==> src/rtl/pipe_skid_stage_if.sv <==
// pipe_skid_stage_if: EX -> MEM writeback channel through the elastic stage.
//
// Handshake: a bundle moves across a side on a rising clk edge where that
// side's valid and ready are both 1. A source holds valid and the payload
// stable until that edge. A sink's ready does not depend on valid.
//
// Signals:
//   flush             squash everything held in the stage (wins over handshakes)
//   in_valid/in_ready EX-side handshake; in_* carry the incoming bundle
//   out_valid/out_ready MEM-side handshake; out_* carry the outgoing bundle
// Modports:
//   slave  - the stage itself
//   master - the surrounding pipeline (EX producer, MEM consumer, control)
interface pipe_skid_stage_if #(
  parameter int DATA_W = 32,
  parameter int ADDR_W = 5
);
  logic              flush;
  logic              in_valid;
  logic              in_ready;
  logic [DATA_W-1:0] in_wdata;
  logic [ADDR_W-1:0] in_wd;
  logic              in_wreg;
  logic              in_whilo;
  logic [DATA_W-1:0] in_hi;
  logic [DATA_W-1:0] in_lo;
  logic              out_valid;
  logic              out_ready;
  logic [DATA_W-1:0] out_wdata;
  logic [ADDR_W-1:0] out_wd;
  logic              out_wreg;
  logic              out_whilo;
  logic [DATA_W-1:0] out_hi;
  logic [DATA_W-1:0] out_lo;

  modport slave (
    input  flush, in_valid, in_wdata, in_wd, in_wreg, in_whilo, in_hi, in_lo,
    input  out_ready,
    output in_ready,
    output out_valid, out_wdata, out_wd, out_wreg, out_whilo, out_hi, out_lo
  );

  modport master (
    output flush, in_valid, in_wdata, in_wd, in_wreg, in_whilo, in_hi, in_lo,
    output out_ready,
    input  in_ready,
    input  out_valid, out_wdata, out_wd, out_wreg, out_whilo, out_hi, out_lo
  );
endinterface

==> src/rtl/pipe_skid_stage.sv <==
// pipe_skid_stage: elastic EX/MEM pipeline register with a 2-entry skid buffer.
//
// Ports:
//   clk        clock, rising edge
//   rst        synchronous, active-high reset
//   bus        pipe_skid_stage_if.slave: flush, EX-side in_* and MEM-side out_*
//   stall_cnt  saturating count of edges with out_valid=1 and out_ready=0
//   state_dbg  current FSM state (0 EMPTY, 1 ONE, 2 TWO)
//
// Register M drives the outputs; register S catches the one bundle EX may
// still push in the cycle MEM stalls, because in_ready is registered and
// cannot react to out_ready until the following cycle.
module pipe_skid_stage #(
  parameter int DATA_W  = 32,
  parameter int ADDR_W  = 5,
  parameter int HILO_EN = 1,
  parameter int CNT_W   = 16
) (
  input  logic              clk,
  input  logic              rst,
  pipe_skid_stage_if.slave  bus,
  output logic [CNT_W-1:0]  stall_cnt,
  output logic [1:0]        state_dbg
);

  typedef enum logic [1:0] {
    EMPTY = 2'd0,
    ONE   = 2'd1,
    TWO   = 2'd2
  } state_t;

  typedef struct packed {
    logic [DATA_W-1:0] wdata;
    logic [ADDR_W-1:0] wd;
    logic              wreg;
    logic              whilo;
    logic [DATA_W-1:0] hi;
    logic [DATA_W-1:0] lo;
  } bundle_t;

  state_t  state;
  bundle_t m_q;
  bundle_t s_q;
  bundle_t in_b;
  logic    out_valid_q;
  logic    in_ready_q;
  logic    accept;
  logic    drain;

  assign in_b   = {bus.in_wdata, bus.in_wd, bus.in_wreg, bus.in_whilo,
                   bus.in_hi, bus.in_lo};
  assign accept = bus.in_valid & in_ready_q;
  assign drain  = out_valid_q & bus.out_ready;

  always_ff @(posedge clk) begin
    if (rst) begin
      state       <= EMPTY;
      m_q         <= '0;
      s_q         <= '0;
      out_valid_q <= 1'b0;
      in_ready_q  <= 1'b1;
      stall_cnt   <= '0;
    end else begin
      // Performance counter keeps running through flushes.
      if (out_valid_q && !bus.out_ready && (stall_cnt != '1)) begin
        stall_cnt <= stall_cnt + CNT_W'(1);
      end

      if (bus.flush) begin
        // Any bundle being accepted on this edge is discarded as well.
        state       <= EMPTY;
        m_q         <= '0;
        s_q         <= '0;
        out_valid_q <= 1'b0;
        in_ready_q  <= 1'b1;
      end else begin
        case (state)
          EMPTY: begin
            if (accept) begin
              m_q         <= in_b;
              out_valid_q <= 1'b1;
              state       <= ONE;
            end
          end
          ONE: begin
            if (accept && drain) begin
              m_q <= in_b;
            end else if (accept) begin
              s_q        <= in_b;
              in_ready_q <= 1'b0;
              state      <= TWO;
            end else if (drain) begin
              // Data fields keep their last value; enables are gated below.
              out_valid_q <= 1'b0;
              state       <= EMPTY;
            end
          end
          TWO: begin
            if (drain) begin
              m_q        <= s_q;
              in_ready_q <= 1'b1;
              state      <= ONE;
            end
          end
          default: begin
            state       <= EMPTY;
            out_valid_q <= 1'b0;
            in_ready_q  <= 1'b1;
          end
        endcase
      end
    end
  end

  assign state_dbg     = state;
  assign bus.in_ready  = in_ready_q;
  assign bus.out_valid = out_valid_q;
  assign bus.out_wdata = m_q.wdata;
  assign bus.out_wd    = m_q.wd;
  // Enables are masked during bubbles so MEM always sees a NOP there.
  assign bus.out_wreg  = out_valid_q & m_q.wreg;

  generate
    if (HILO_EN != 0) begin : g_hilo
      assign bus.out_whilo = out_valid_q & m_q.whilo;
      assign bus.out_hi    = m_q.hi;
      assign bus.out_lo    = m_q.lo;
    end else begin : g_no_hilo
      assign bus.out_whilo = 1'b0;
      assign bus.out_hi    = '0;
      assign bus.out_lo    = '0;
    end
  endgenerate

endmodule

==> src/flat_wrapper.sv <==
// flat-port wrapper written by rule: the top's interface ports become plain ports
module pipe_skid_stage_flat 
#(
  parameter int DATA_W  = 32,
  parameter int ADDR_W  = 5,
  parameter int HILO_EN = 1,
  parameter int CNT_W   = 16
)
  (clk, rst, stall_cnt, state_dbg, bus_flush, bus_in_valid, bus_in_wdata, bus_in_wd, bus_in_wreg, bus_in_whilo, bus_in_hi, bus_in_lo, bus_out_ready, bus_in_ready, bus_out_valid, bus_out_wdata, bus_out_wd, bus_out_wreg, bus_out_whilo, bus_out_hi, bus_out_lo);
  pipe_skid_stage_if #(.DATA_W(DATA_W), .ADDR_W(ADDR_W)) bus_i ();
  input  logic clk;
  input  logic rst;
  output logic [CNT_W-1:0] stall_cnt;
  output logic [1:0] state_dbg;
  input wire logic [$bits(bus_i.flush)-1:0] bus_flush;
  input wire logic [$bits(bus_i.in_valid)-1:0] bus_in_valid;
  input wire logic [$bits(bus_i.in_wdata)-1:0] bus_in_wdata;
  input wire logic [$bits(bus_i.in_wd)-1:0] bus_in_wd;
  input wire logic [$bits(bus_i.in_wreg)-1:0] bus_in_wreg;
  input wire logic [$bits(bus_i.in_whilo)-1:0] bus_in_whilo;
  input wire logic [$bits(bus_i.in_hi)-1:0] bus_in_hi;
  input wire logic [$bits(bus_i.in_lo)-1:0] bus_in_lo;
  input wire logic [$bits(bus_i.out_ready)-1:0] bus_out_ready;
  output wire logic [$bits(bus_i.in_ready)-1:0] bus_in_ready;
  output wire logic [$bits(bus_i.out_valid)-1:0] bus_out_valid;
  output wire logic [$bits(bus_i.out_wdata)-1:0] bus_out_wdata;
  output wire logic [$bits(bus_i.out_wd)-1:0] bus_out_wd;
  output wire logic [$bits(bus_i.out_wreg)-1:0] bus_out_wreg;
  output wire logic [$bits(bus_i.out_whilo)-1:0] bus_out_whilo;
  output wire logic [$bits(bus_i.out_hi)-1:0] bus_out_hi;
  output wire logic [$bits(bus_i.out_lo)-1:0] bus_out_lo;
  assign bus_i.flush = bus_flush;
  assign bus_i.in_valid = bus_in_valid;
  assign bus_i.in_wdata = bus_in_wdata;
  assign bus_i.in_wd = bus_in_wd;
  assign bus_i.in_wreg = bus_in_wreg;
  assign bus_i.in_whilo = bus_in_whilo;
  assign bus_i.in_hi = bus_in_hi;
  assign bus_i.in_lo = bus_in_lo;
  assign bus_i.out_ready = bus_out_ready;
  assign bus_in_ready = bus_i.in_ready;
  assign bus_out_valid = bus_i.out_valid;
  assign bus_out_wdata = bus_i.out_wdata;
  assign bus_out_wd = bus_i.out_wd;
  assign bus_out_wreg = bus_i.out_wreg;
  assign bus_out_whilo = bus_i.out_whilo;
  assign bus_out_hi = bus_i.out_hi;
  assign bus_out_lo = bus_i.out_lo;
  pipe_skid_stage #(.DATA_W(DATA_W), .ADDR_W(ADDR_W), .HILO_EN(HILO_EN), .CNT_W(CNT_W)) u_core (.clk(clk), .rst(rst), .bus(bus_i), .stall_cnt(stall_cnt), .state_dbg(state_dbg));
endmodule
==> config.mk <==
export PLATFORM = sky130hd
export DESIGN_NAME = pipe_skid_stage_flat
export DESIGN_NICKNAME = d
export VERILOG_FILES = /design/src/rtl/pipe_skid_stage_if.sv /design/src/rtl/pipe_skid_stage.sv /design/src/flat_wrapper.sv
export SDC_FILE = /design/constraint.sdc
export NUM_CORES = 1
export LEC_CHECK = 0
export CORE_MARGIN = 2
export CORE_UTILIZATION = 50
export DETAILED_ROUTE_END_ITERATION = 6
export HOLD_SLACK_MARGIN = 0.1
export PLACE_DENSITY = 0.8
export SLEW_MARGIN = 25
export SYNTH_ARGS = -nofsm -noshare
export SYNTH_HDL_FRONTEND = slang
export SYNTH_SLANG_ARGS = --single-unit
==> constraint.sdc <==
create_clock -name clk -period 2.2 [get_ports clk]
set_input_delay 0.44 -clock clk [delete_from_list [all_inputs] [get_ports clk]]
set_output_delay 0.44 -clock clk [all_outputs]
set_load 0.01 [all_outputs]
# [After elaboration in Yosys (flattened, before gate mapping)]
# Index checks and enable logic that the tools add are counted.
[totals] regBits=226 inputBits=108
[op_classes] n_addsub=1 n_eq_ne=11 mux=19 bitwise_logic=7 n_reduce_logical=12
[ops] cell="two-way mux 103 bit" n=3
[ops] cell="one-hot mux 103 bit (3 select lines)" n=1
[ops] cell="adder 16 x 1 -> 16 bit, second input constant" n=1
[ops] cell="!= test 16 bit, second input constant" n=1
[ops] cell="AND reduction 4 bit" n=3
[ops] cell="two-way mux 2 bit" n=5
[ops] cell="!= test 2 x 1 -> 1 bit, second input constant" n=5
[ops] cell="two-way mux 1 bit" n=7
[ops] cell="one-hot mux 1 bit (3 select lines)" n=2
[ops] cell="one-hot mux 2 bit (3 select lines)" n=1
[ops] cell="AND reduction 5 bit" n=1
[ops] cell="bitwise AND 1 bit" n=4
[ops] cell="!= test 2 bit, second input constant" n=2
[ops] cell="logical AND 1 bit" n=3
[ops] cell="!= test 3 x 1 -> 1 bit, second input constant" n=1
[ops] cell="inverter 1 bit" n=3
[ops] cell="AND reduction 3 bit" n=1
[ops] cell="nonzero test 3 bit" n=1
[ops] cell="== test 2 x 1 -> 1 bit, second input constant" n=1
[ops] cell="== test 2 bit, second input constant" n=1
[ops] cell="zero test 2 bit" n=1
[ops] cell="OR reduction 2 bit" n=1
[ops] cell="zero test 1 bit" n=1

# [Longest topological paths before layout]
[depth] word_depth=5 mapped_depth=8 mapped_depth_nobuf=5

# [Worst setup path before layout]
# Ideal clock, no wire load.
[synth_timing] path_kind="reg-to-reg" startpoint="register u_core.stall_cnt[0]" endpoint="register u_core.stall_cnt[0]" setup_time_ps=121 arrival_time_ps=1708 required_ps=2079 path_slack_ps=371 path_stages_with_launch=6 n_path_buf=0 path_cell_list="dfxtp_1 -> ha_1 -> nand3_1 -> nor3_1 -> a21oi_1 -> mux2_2"
[synth_via] elab_chain_len=2
[synth_lines] element="from (decl)" line="pipe_skid_stage.sv:22" text="output logic [CNT_W-1:0] stall_cnt,"
[synth_lines] element="from (signal assigned)" line="pipe_skid_stage.sv:66" text="stall_cnt <= stall_cnt + CNT_W'(1);"
[synth_lines] element="branches (longest 2 deep; another with adder 16 x 1 -> 16 bit)"
# Several ways; the timed one is not identified.
# A chain may end at the register's enable or synchronous reset.

# [Worst setup path after layout]
[layout_timing] startpoint="register u_core.out_valid_q (netlist: u_core.bus.out_valid)" endpoint="output port bus_out_whilo"
[layout_via] elab_chain_len=1
[layout_lines] element="from (decl)" line="pipe_skid_stage.sv:45" text="logic out_valid_q;"
[layout_lines] element="from (signal assigned)" line="pipe_skid_stage.sv:60" text="out_valid_q <= 1'b0;"
[layout_lines] element="from (signal assigned)" line="pipe_skid_stage.sv:74" text="out_valid_q <= 1'b0;"
[layout_lines] element="from (signal assigned)" line="pipe_skid_stage.sv:81" text="out_valid_q <= 1'b1;"
[layout_lines] element="bitwise AND 1 bit" line="pipe_skid_stage.sv:125" text="assign bus.out_whilo = out_valid_q & m_q.whilo;"
[layout_lines] element="to (decl)" line="flat_wrapper.sv:29" text="output wire logic [$bits(bus_i.out_whilo)-1:0] bus_out_whilo;"
# No other way between the ends.

==> run metrics <==
status=finished clean; yosys warns=0; pin count of the biggest net entering global routing=84; Post-CTS Setup Bufs=0; die height=144 um; Synth Flop Type=dfxtp_1; Max Fclk=approximately 500 MHz; # DRC=0; number of global-route vias before repair=7,541; RD Place Congestion=0.878; Startpoint Class=flip-flop; Leakage=~5.1 nW; worst hold path depth=2; power density of the placed cells=750 mW/mm2; Final ANT Viol Nets=0; Pins Over Slew Limit=0; Num CTS Buffers=24; nets=approximately 1,400; area delta synth->final=29.0%; clock-pin slew on the worst setup and hold paths=around 60 ps; GRT overflow=0; worst endpoint data arrival time=around 1600 ps; fin crit share=0.925; global-route wire length before repair=36,700 um; Mean Syn Cell Area=8.62 um2; CTS root buffer=clkbuf_16; worst-path fanout max=7; HP Class=flip-flop to flip-flop; PortBufs=230; HPWL after DPL=between 15,000 and 20,000 um; H-tree depth=1; ranking of synthesized cells by area=dfxtp_1 46%, mux2i_1 11%, nand2_1 8.4%, a211oi_1 7.8%, buf_4 7.8%; most common cell after layout, fill and taps aside=clkdlybuf4s50_1; DR iter-0 viols=313; Hold Crit Start=u_core.s_q[16]; area fraction of the dominant cell type after synthesis=0.459; sequential share of the synthesized area=0.459; worst-margin pin slew=618 ps; RSZ-0062 raised after global routing=false; Worst R2R Path Depth=5; Core Area=0.0194 mm2; maximum vdd drop=536 uV; gr usage total=0.215; Worst-Skew Late Latency=500 ps; normalized max-slew margin=0.588; WHS Endpoint=u_core.s_q[16]; Mapped Area=0.00986 mm2; TritonCTS clock tree=built; Setup Skew=7.58 ps; synth unique cells=42; most frequent cells in the layout=230 x clkdlybuf4s50_1, 224 x dfxtp_1, 219 x nand2_1; Crit Path Class=flip-flop to output pin; syn_nets=around 1,300; final hold vios=0; Syn Inst Count=1,145; clock sinks=226; flop-to-flop setup slack=350 ps; initial antenna violation count=1; reg-to-reg endpoint=u_core.stall_cnt[15]; Critical Path RT=1760 ps; max cap viols=0; Yosys reg bits=between 200 and 250; die area=between 0.02 and 0.025 mm2; Post-DP Area=about 0.012 mm2; share of cells above drive strength 1=0.0719; Period minus WS final=2030 ps; R2R Path Start=u_core.stall_cnt[0]; via count=8,046; async set-reset flop share out of synthesis=0; final hold slack=452 ps; Setup WS post-layout=166 ps; post-synth top area cell=dfxtp_1; FP Rows=51; IO Count=231; Initial Utilization=0.509; Post-Place Worst Slack=-11.5 ps; Routed WL=~24,000 um; Post-synth EDFFs=0; number of vias per cell=5.26; Final setup viols=0; Die Wd=144 um; Clock Tree Buf Depth=3; drt wl/cell=15.4 um; first drt pass iteration count=5; final std cell area, no fill=0.0127 mm2; Setup crit end kind=output pin
## where the power goes
part | internal, mW | switching (mW)
clock network | 2.62 | 1.60
registers | 4.21 | 0.0645
logic | 0.552 | 0.501
## repair_timing
action                                  in CTS  in global routing
hold endpoints to repair                     0                  0
resized for setup                            1                  1
hold buffers                                 0                  0
endpoints found under the setup margin       1                  1
gates cloned                                 0                  0
## state kept, by name (all words and copies together) (netlist names)
| name | count |
|---|---|
| u_core.m_q | 2 |
| u_core.bus.out_valid | 1 |
| u_core.bus.out_lo | 32 |
| u_core.bus.out_hi | 32 |
| u_core.bus.out_wd | 5 |
| u_core.state_dbg | 2 |
| u_core.stall_cnt | 16 |
| u_core.bus.in_ready | 1 |
| u_core.bus.out_wdata | 32 |
| u_core.s_q | 103 |
## cells in the mapped netlist (2+ instances only)
cell / instances
mux2_2: 6
dfxtp_1: 226
nor4_1: 3
clkbuf_1: 41
nand4_1: 2
a31oi_1: 3
nand2b_1: 4
a211oi_1: 103
and3_1: 2
nor2b_1: 7
and2_1: 4
a21oi_1: 118
buf_4: 103
or4_1: 4
nand3_1: 8
o41ai_1: 3
and3b_1: 2
mux2i_1: 104
buf_1: 4
nor2_1: 114
o21bai_1: 2
nor3_1: 2
buf_2: 40
o31ai_1: 3
nand2_1: 220
## area by class of cell
class                           count  area (um2)
Antenna cell                        1        2.50
Tap cell                          265         332
Fill cell                        1581        6680
Inverter                            1        3.75
Clock inverter                      9         123
Clock buffer                       34         719
Multi-Input combinational cell    730        4210
Timing Repair Buffer              265        2800
Sequential cell                   226        4530
## metal layers
metal	up-vias	track usage	part of all wire
met3	47	0.0407	0.062
met4	0	0.0812	0.030
met5	-	0	0
li1	4025	-	-
met1	3737	0.268	0.42
met2	237	0.368	0.48
## how the worst max path moves through the flow
stage	from	endpoint	slack, ps	cells after the start
2_1_floorplan	u_core.stall_cnt[0]	u_core.stall_cnt[0]	370	5
3_3_place_gp	bus_out_ready	u_core.bus.out_lo[3]	70	8
3_5_place_dp	bus_out_ready	u_core.bus.out_lo[3]	-10	8
4_1_cts	u_core.bus.out_valid	bus_out_whilo	50	2
5_1_grt	u_core.bus.out_valid	bus_out_whilo	100	2
6_report	u_core.bus.out_valid	bus_out_whilo	170	2
## stage by stage
step                      power (mW)  std cells  TNS [ps]   util
after detailed placement        5.41       1487     -11.5  0.612
after floorplan                 4.94       1145         0      -
after CTS                       9.65       1530         0  0.656
after global placement          5.39       1487         0  0.612
after global routing            9.93       1531         0  0.656
final                           9.54       1531         0  0.656
## worst max-delay path, stage by stage (launching register included)
cell and delay, ps:
dfxtp_2 390, and2_1 160, clkdlybuf4s50_1 550
## cell families (layout without fill, tap and decap cells)
logic type,after synthesis,in the layout,share of synthesized area
and+or+nand+nor,380,380,0.158
muxes,110,110,0.112
AOI/OAI and AO/OA,239,239,0.154
other,0,1,0
adders and majority gates,1,1,0.00127
DFF,226,226,0.459
buffers and inverters,189,309,0.116
No activity file was read; power rests on OpenSTA's default activity.
